==> src/rtl/leitor_entradas.sv <==
// Front-panel button reader: debounces digit, coin, confirm and cancel keys
// and runs the vending state machine that feeds the 7-segment display driver.
module leitor_entradas #(
    parameter int DEB_CYCLES = 16,
    parameter int MAX_UNID   = 8
) (
    input  logic       clk,
    input  logic       rst_n,
    input  logic [3:0] btn_digito,
    input  logic       btn_m25,
    input  logic       btn_m50,
    input  logic       btn_m100,
    input  logic       btn_confirma,
    input  logic       btn_cancela,
    output logic [1:0] estado,
    output logic [3:0] produto,
    output logic [3:0] valorMoedas,
    output logic       devolver,
    output logic       venda
);

    localparam int NB = 9;
    localparam int CW = (DEB_CYCLES > 2) ? $clog2(DEB_CYCLES) : 1;
    localparam logic [CW-1:0] CNT_TOP = CW'(DEB_CYCLES - 1);
    localparam logic [4:0]    MAX5    = 5'(MAX_UNID);

    localparam logic [2:0] S_ESPERA = 3'd0;
    localparam logic [2:0] S_DIG2   = 3'd1;
    localparam logic [2:0] S_PROD   = 3'd2;
    localparam logic [2:0] S_MOEDAS = 3'd3;

    logic [NB-1:0] w_raw;
    logic [NB-1:0] r_s1;
    logic [NB-1:0] r_s2;
    logic [NB-1:0] r_deb;
    logic [NB-1:0] r_deb_q;
    logic [CW-1:0] r_cnt [NB];
    logic [NB-1:0] w_ev;

    assign w_raw = {btn_cancela, btn_confirma, btn_m100,
                    btn_m50, btn_m25, btn_digito};

    always_ff @(posedge clk or negedge rst_n) begin
        if (!rst_n) begin
            r_s1    <= '0;
            r_s2    <= '0;
            r_deb   <= '0;
            r_deb_q <= '0;
            for (int i = 0; i < NB; i++) r_cnt[i] <= '0;
        end else begin
            r_s1    <= w_raw;
            r_s2    <= r_s1;
            r_deb_q <= r_deb;
            for (int i = 0; i < NB; i++) begin
                if (r_s2[i] == r_deb[i]) begin
                    r_cnt[i] <= '0;
                end else if (r_cnt[i] == CNT_TOP) begin
                    r_deb[i] <= r_s2[i];
                    r_cnt[i] <= '0;
                end else begin
                    r_cnt[i] <= r_cnt[i] + 1'b1;
                end
            end
        end
    end

    assign w_ev = r_deb & ~r_deb_q;

    // Only the highest-priority event of a cycle survives
    logic       w_cancel;
    logic       w_conf;
    logic       w_coin;
    logic       w_dig;
    logic [2:0] w_k;
    logic [1:0] w_dsel;

    assign w_cancel = w_ev[8];
    assign w_conf   = w_ev[7] & ~w_ev[8];
    assign w_coin   = |w_ev[6:4] & ~|w_ev[8:7];
    assign w_dig    = |w_ev[3:0] & ~|w_ev[8:4];

    always_comb begin
        w_k = 3'd0;
        priority case (1'b1)
            w_ev[6]: w_k = 3'd4;
            w_ev[5]: w_k = 3'd2;
            w_ev[4]: w_k = 3'd1;
            default: w_k = 3'd0;
        endcase
    end

    always_comb begin
        w_dsel = 2'd0;
        priority case (1'b1)
            w_ev[0]: w_dsel = 2'd0;
            w_ev[1]: w_dsel = 2'd1;
            w_ev[2]: w_dsel = 2'd2;
            w_ev[3]: w_dsel = 2'd3;
            default: w_dsel = 2'd0;
        endcase
    end

    function automatic logic [3:0] f_map(input logic [1:0] a, input logic [1:0] b);
        case ({a, b})
            4'b0000, 4'b0100, 4'b0101,
            4'b1000, 4'b1001, 4'b1010,
            4'b1011, 4'b1100, 4'b1101: f_map = {a, b};
            default:                   f_map = 4'hF;
        endcase
    endfunction

    logic [2:0] r_state;
    logic [2:0] w_nxt;
    logic [1:0] r_d1;
    logic [1:0] r_estado;
    logic [3:0] r_produto;
    logic [3:0] r_valor;
    logic       r_dev;
    logic       r_venda;

    logic [1:0] w_d1_n;
    logic [1:0] w_estado_n;
    logic [3:0] w_produto_n;
    logic [3:0] w_valor_n;
    logic       w_dev_n;
    logic       w_venda_n;
    logic [4:0] w_sum;
    logic       w_sale;

    assign w_sum  = {1'b0, r_valor} + {2'b00, w_k};
    assign w_sale = w_conf & ~r_dev & (r_valor != 4'd0);

    always_ff @(posedge clk or negedge rst_n) begin
        if (!rst_n) begin
            r_state   <= S_ESPERA;
            r_d1      <= '0;
            r_estado  <= '0;
            r_produto <= '0;
            r_valor   <= '0;
            r_dev     <= 1'b0;
            r_venda   <= 1'b0;
        end else begin
            r_state   <= w_nxt;
            r_d1      <= w_d1_n;
            r_estado  <= w_estado_n;
            r_produto <= w_produto_n;
            r_valor   <= w_valor_n;
            r_dev     <= w_dev_n;
            r_venda   <= w_venda_n;
        end
    end

    always_comb begin
        w_nxt = r_state;
        case (r_state)
            S_ESPERA: if (w_dig) w_nxt = S_DIG2;
            S_DIG2: begin
                if (w_cancel)   w_nxt = S_ESPERA;
                else if (w_dig) w_nxt = S_PROD;
            end
            S_PROD: begin
                if (w_cancel)    w_nxt = S_ESPERA;
                else if (w_conf) w_nxt = (r_produto != 4'hF) ? S_MOEDAS : S_ESPERA;
            end
            S_MOEDAS: if (w_cancel || w_sale) w_nxt = S_ESPERA;
            default: w_nxt = S_ESPERA;
        endcase
    end

    always_comb begin
        w_d1_n      = r_d1;
        w_produto_n = r_produto;
        w_valor_n   = r_valor;
        w_dev_n     = r_dev;
        w_venda_n   = 1'b0;
        case (r_state)
            S_ESPERA: if (w_dig) w_d1_n = w_dsel;
            S_DIG2: begin
                if (w_cancel)   w_produto_n = 4'h0;
                else if (w_dig) w_produto_n = f_map(r_d1, w_dsel);
            end
            S_PROD: begin
                if (w_cancel) begin
                    w_produto_n = 4'h0;
                end else if (w_conf && r_produto != 4'hF) begin
                    w_valor_n = 4'd0;
                    w_dev_n   = 1'b0;
                end
            end
            S_MOEDAS: begin
                if (w_cancel) begin
                    w_valor_n   = 4'd0;
                    w_dev_n     = 1'b0;
                    w_produto_n = 4'h0;
                end else if (w_sale) begin
                    w_venda_n   = 1'b1;
                    w_valor_n   = 4'd0;
                    w_produto_n = 4'h0;
                end else if (w_coin && !r_dev) begin
                    if (w_sum <= MAX5) w_valor_n = w_sum[3:0];
                    else               w_dev_n   = 1'b1;
                end
            end
            default: begin
                w_d1_n      = 2'd0;
                w_produto_n = 4'h0;
                w_valor_n   = 4'd0;
                w_dev_n     = 1'b0;
            end
        endcase
    end

    always_comb begin
        w_estado_n = 2'b00;
        case (w_nxt)
            S_DIG2, S_PROD: w_estado_n = 2'b01;
            S_MOEDAS:       w_estado_n = 2'b10;
            default:        w_estado_n = 2'b00;
        endcase
    end

    assign estado      = r_estado;
    assign produto     = r_produto;
    assign valorMoedas = r_valor;
    assign devolver    = r_dev;
    assign venda       = r_venda;

endmodule
==> config.mk <==
export PLATFORM = sky130hd
export DESIGN_NAME = leitor_entradas
export DESIGN_NICKNAME = d
export VERILOG_FILES = /design/src/rtl/leitor_entradas.sv
export SDC_FILE = /design/constraint.sdc
export NUM_CORES = 1
export LEC_CHECK = 0
export BUFFER_PORTS_ARGS = -buffer_cell sky130_fd_sc_hd__buf_2
export CORE_MARGIN = 2
export CORE_UTILIZATION = 35
export DETAILED_ROUTE_END_ITERATION = 6
export HOLD_SLACK_MARGIN = 0.15
export SYNTH_ARGS = -nofsm -noshare
export SYNTH_HDL_FRONTEND = slang
export SYNTH_SLANG_ARGS = --single-unit
export TNS_END_PERCENT = 50
==> constraint.sdc <==
create_clock -name clk -period 2.6 [get_ports clk]
set_clock_uncertainty 0.15 [all_clocks]
set_input_delay 0.78 -clock clk [delete_from_list [all_inputs] [get_ports clk]]
set_output_delay 0.78 -clock clk [all_outputs]
set_load 0.02 [all_outputs]
# Word level (Yosys, flattened, before mapping)
# Cells that the tools add are included.
# op_classes
add_sub_neg	10
order_cmp	1
eq_ne	44
mux	60
bitwise_logic	21
n_reduce_logical	30
# op_table
op	count
$mux 4	30
$eq 4x4->1 const B	15
$add 4x1->4 const B	9
$mux 3	7
$reduce_and 2->1	10
$pmux 4 s4	1
$ne 3x3->1 const B	5
$mux 2	7
$not 1->1	14
$eq 3x2->1 const B	4
$ne 4x4->1 const B	3
$pmux 3 s4	1
$pmux 4 s3	1
$mux 1	10
$and 9x9->9	1
$eq 1x1->1	9
$not 9->9	1
$reduce_or 9->1	1
$eq 4x3->1 const B	2
$ne 2x2->1 const B	4
$pmux 2 s2	2
$eq 3x1->1 const B	2
$reduce_and 6->1	1
$reduce_or 2->1	3
other kinds (15)	23
# word_totals
ff_bits	89
in_bits	11
output_inout_bits	12
elab_cells	194

# Longest topological paths before layout
# depth
ltp_word	12
depth_mapped	10
mapped_depth_nobuf	10

# Worst setup path after synthesis
# No wires, ideal clock.
# synth_timing
kind	register to register
startpoint	register r_deb_q[5]
endpoint	register r_valor[3] (netlist: valorMoedas[3])
setup_ns	0.087
arrival_ns	2.555
required_ns	2.363
path_slack_ns	-0.191
stages_incl_launch_ff	11
n_path_buf	0
synth_period_minus_slack_ns	2.791
cell_sequence	dfrtp_1 > nand2b_2 > nand2_1 > nor2_1 > ha_1 > fa_1 > or4_1 > o22a_1 > o21a_2 > or4_1 > o211ai_1
# synth_via
elab_chain_len	10
elab_cells_between_ends	17
cone_classes	1 x add/sub; 1 x order compare; 2 x eq/ne; 7 x mux; 3 x bitwise; 3 x reduce/logical
# synth_lines
element	line	source
start, declared	36	logic [NB-1:0] r_deb_q;
start signal, assigned	53	r_deb_q <= r_deb;
$not 9->9 *	67	assign w_ev = r_deb & ~r_deb_q;
$and 9x9->9 *	67	
parallel branches: the longest is 8 deep, another holds $add 4x3->5	-	
end signal, assigned	147	r_valor <= w_valor_n;
end, declared	117	logic [3:0] r_valor;
# Every way passes the cells marked *. The select of a mux whose other input is x is not followed.
# A chain may end at the register's enable or synchronous reset.

# Final worst setup path
# layout_timing
startpoint	register r_deb[6]
endpoint	register r_valor[3] (netlist: valorMoedas[3])
# layout_via
elab_chain_len	8
elab_cells_between_ends	15
cone_classes	1 x add/sub; 1 x order compare; 2 x eq/ne; 6 x mux; 2 x bitwise; 3 x reduce/logical
# layout_lines
element	line	source
start, declared	35	logic [NB-1:0] r_deb;
start signal, assigned by index	58	r_deb[i] <= r_s2[i];
$and 9x9->9 *	67	
parallel branches: the longest is 7 deep, another holds $add 4x3->5	-	
# Marked as above.

==> metrics <==
slowest stage cell on the critical path or4_1; Vias per Instance 4.91; Setup violations, final 5; crit path kind flip-flop to flip-flop; FF+latch count, synth 89; data required time of the critical path 2.72 ns; r2r worst-path depth 10; Yosys cell types 43; syn_area_per_cell 11.9 um^2; hold crit path type input pin to async pin; dpl cell area 0.00417 mm^2; Clock Latency Late Sink 0.36 ns; # resized after CTS 0; global route total overflow 0; Final min period 2.90 ns; area occupied by multi-input gates 0.00147 mm^2; filler instances 998; pwr/cell area 584 mW/mm^2; Post-synth EDFFs 0; htree depth 3; crit-path cells nand2b_1 > nand2_1 > nor2_1 > ha_2 > fa_2 > or4_1 > o22a_1 > o21a_2 > or4_1 > o211ai_1; Critical Path Source Type flip-flop; Leak 2.07 nW; number of global-route vias before repair 2631; Vias 2483; First DRT Iteration DRCs 99; Syn Nets 340; antenna cells 0; CTS tree built; clock transition at the registers of the reported paths 0.09 ns; reg2reg start r_deb[6]$_DFFE_PN0P_; Setup crit end kind flip-flop; CTS Root Cell clkbuf_8; FF/Latch Area 0.00223 mm^2; crit-path max FO 4; sequential element share of the synthesized area 59.2%; Buffers on Ports 22; worst reg-to-reg setup slack -0.30 ns; period utilization 111%; die width 108 um; Slew Limit Fails 0; WL/cell 12.9 um; most used cell, CP or4_1; fraction of layout cells with a size suffix above 1 20.3%; outcome finished, violations left; unrepaired setup endpoints after global routing true; Max-cap violations 0; pre-CTS setup slack -0.273 ns; Final Hold Fails 0; Buf/Inv on CP 0; drt first pass iters 4; pin count of the biggest net entering global routing 37; num rows 37; nets 390; die footprint 0.0116 mm^2; global-route wire length before repair 11800 um; Worst path max stage delay 0.46 ns; commonest non-fill, non-tap cell in the layout dfrtp_1; FFs w/ async S/R, synth 100%; Starting Density 36.3%; # DRC 0; CTS buffer count 9; synth warn 0; Worst IR Drop VDD 290 uV; failing checks negative setup slack; Die Height 108 um; Total Wirelength 6550 um; Mapped Area 0.00376 mm^2; final worst slack -0.295 ns; initial antenna violation count 0; crit-path leading delay family simple AND/OR/NAND/NOR gates; DP HPWL 4680 um; most frequent cells in the layout 89 x dfrtp_1, 24 x a21oi_1, 22 x buf_4; final instance area 0.00440 mm^2; R2R Path End valorMoedas[3]$_DFFE_PN0P_; Area Overhead vs Synth 17.0%; GP Congestion 0.823; Antenna Violating Nets Remaining 0; CTS Sinks 89; f_max 345 MHz; commonest register cell after synthesis dfrtp_1; core area 0.0104 mm^2; IO Count 23; CP arrival 3.02 ns; Gate Count Post-Synth 316; clk buf depth 2; GRT Total Usage 13.0%
==> flip-flops by register name (all words and copies together) (netlist names) <==
name and cells:
valorMoedas 4, venda 1, r_d1 2, r_s2 9, estado 2, r_s1 9, r_deb_q 9, produto 4
r_state 3, r_cnt 36, r_deb 9, devolver 1
==> routing by layer <==
layer | vias to the layer above | global-route usage (%) | wire, um
met5 | - | 0 | 0
met4 | 0 | 5.49 | 126
met3 | 11 | 4.30 | 299
met2 | 38 | 20.9 | 3050
met1 | 1208 | 16.1 | 3070
li1 | 1226 | - | -
==> layout make-up <==
type / instances / share of cell area [%]
sequential: 89 / 50.6
timing repair buffer: 44 / 6.60
clock buffer: 10 / 3.13
multi-input combinational: 211 / 33.5
inverter: 11 / 0.938
clock inverter: 5 / 1.39
tap: 136 / 3.87
==> timing repair <==
action | 4_1_cts | 5_1_grt
setup endpoints to repair | 5 | 5
buffers inserted | 1 | 3
hold buffers | 0 | 0
pin swaps | 0 | 1
==> power breakdown <==
part	leakage, nW	internal [W]	switching [W]
Combinational	0.787	0.0000584	0.0000687
Clock	0.103	0.000472	0.000494
Sequential	1.18	0.00143	0.0000425
Total	2.07	0.00196	0.000605
==> cell families (layout without fill, tap and decap cells) <==
| family | count (synthesis) | count (layout) | share of synthesized area, % |
|---|---|---|---|
| compound gates | 64 | 64 | 10.6 |
| xor+xnor | 19 | 19 | 4.42 |
| fa+ha+maj | 13 | 13 | 4.52 |
| buf+inv | 16 | 70 | 1.80 |
| flops | 89 | 89 | 59.2 |
| mux | 11 | 11 | 3.26 |
| other cells | 1 | 1 | 0.0997 |
| simple gates | 103 | 103 | 16.1 |
==> how the worst max path moves through the flow <==
| stage | start | end | slack (ns) | cells after the start |
|---|---|---|---|---|
| 2_1_floorplan | r_deb[6]$_DFFE_PN0P_ | valorMoedas[3]$_DFFE_PN0P_ | -0.19 | 10 |
| 6_report | r_deb[6]$_DFFE_PN0P_ | valorMoedas[3]$_DFFE_PN0P_ | -0.30 | 10 |
| 5_1_grt | r_deb[6]$_DFFE_PN0P_ | valorMoedas[3]$_DFFE_PN0P_ | -0.41 | 10 |
| 3_3_place_gp | r_deb[6]$_DFFE_PN0P_ | valorMoedas[3]$_DFFE_PN0P_ | -0.19 | 10 |
| 3_5_place_dp | r_deb[6]$_DFFE_PN0P_ | valorMoedas[3]$_DFFE_PN0P_ | -0.27 | 10 |
| 4_1_cts | r_deb[6]$_DFFE_PN0P_ | valorMoedas[3]$_DFFE_PN0P_ | -0.28 | 10 |
==> per-stage QoR <==
stage / TNS, ns / utilization, % / cells / power (W) / hold WS, ns
final: -1.14 / 42.4 / 506 / 0.00257 / 0.206
after global routing: -1.70 / 42.4 / 506 / 0.00270 / 0.222
after CTS: -0.830 / 42.2 / 503 / 0.00262 / 0.208
after detailed placement: -0.821 / 40.2 / 487 / 0.00163 / 0.186
after global placement: -0.403 / 40.2 / 487 / 0.00163 / 0.184
after floorplan: -0.288 / - / 316 / 0.00157 / 0.181
==> Yosys cell counts (all sizes together), types with 2 or more instances <==
cell    number  area (um^2)
dfrtp       89         2230
a21oi       24          120
nor2        18         67.6
xnor2       18          158
nand3       17         85.1
o21ai       14         70.1
ha          12          150
nor2b       12         75.1
inv         11         41.3
nand2       11         41.3
nor3b       11         82.6
mux2        10          113
nand2b       9         58.8
nand4b       9         78.8
a21o         7         52.6
clkbuf       4         15.0
o211ai       4         30.0
or4          4         33.8
a22o         3         26.3
nand4        3         18.8
or3          3         18.8
a211oi       2         15.0
a31oi        2         12.5
and3         2         17.5
nor3         2         10.0
Note: power is estimated with default switching activity, not from simulation.
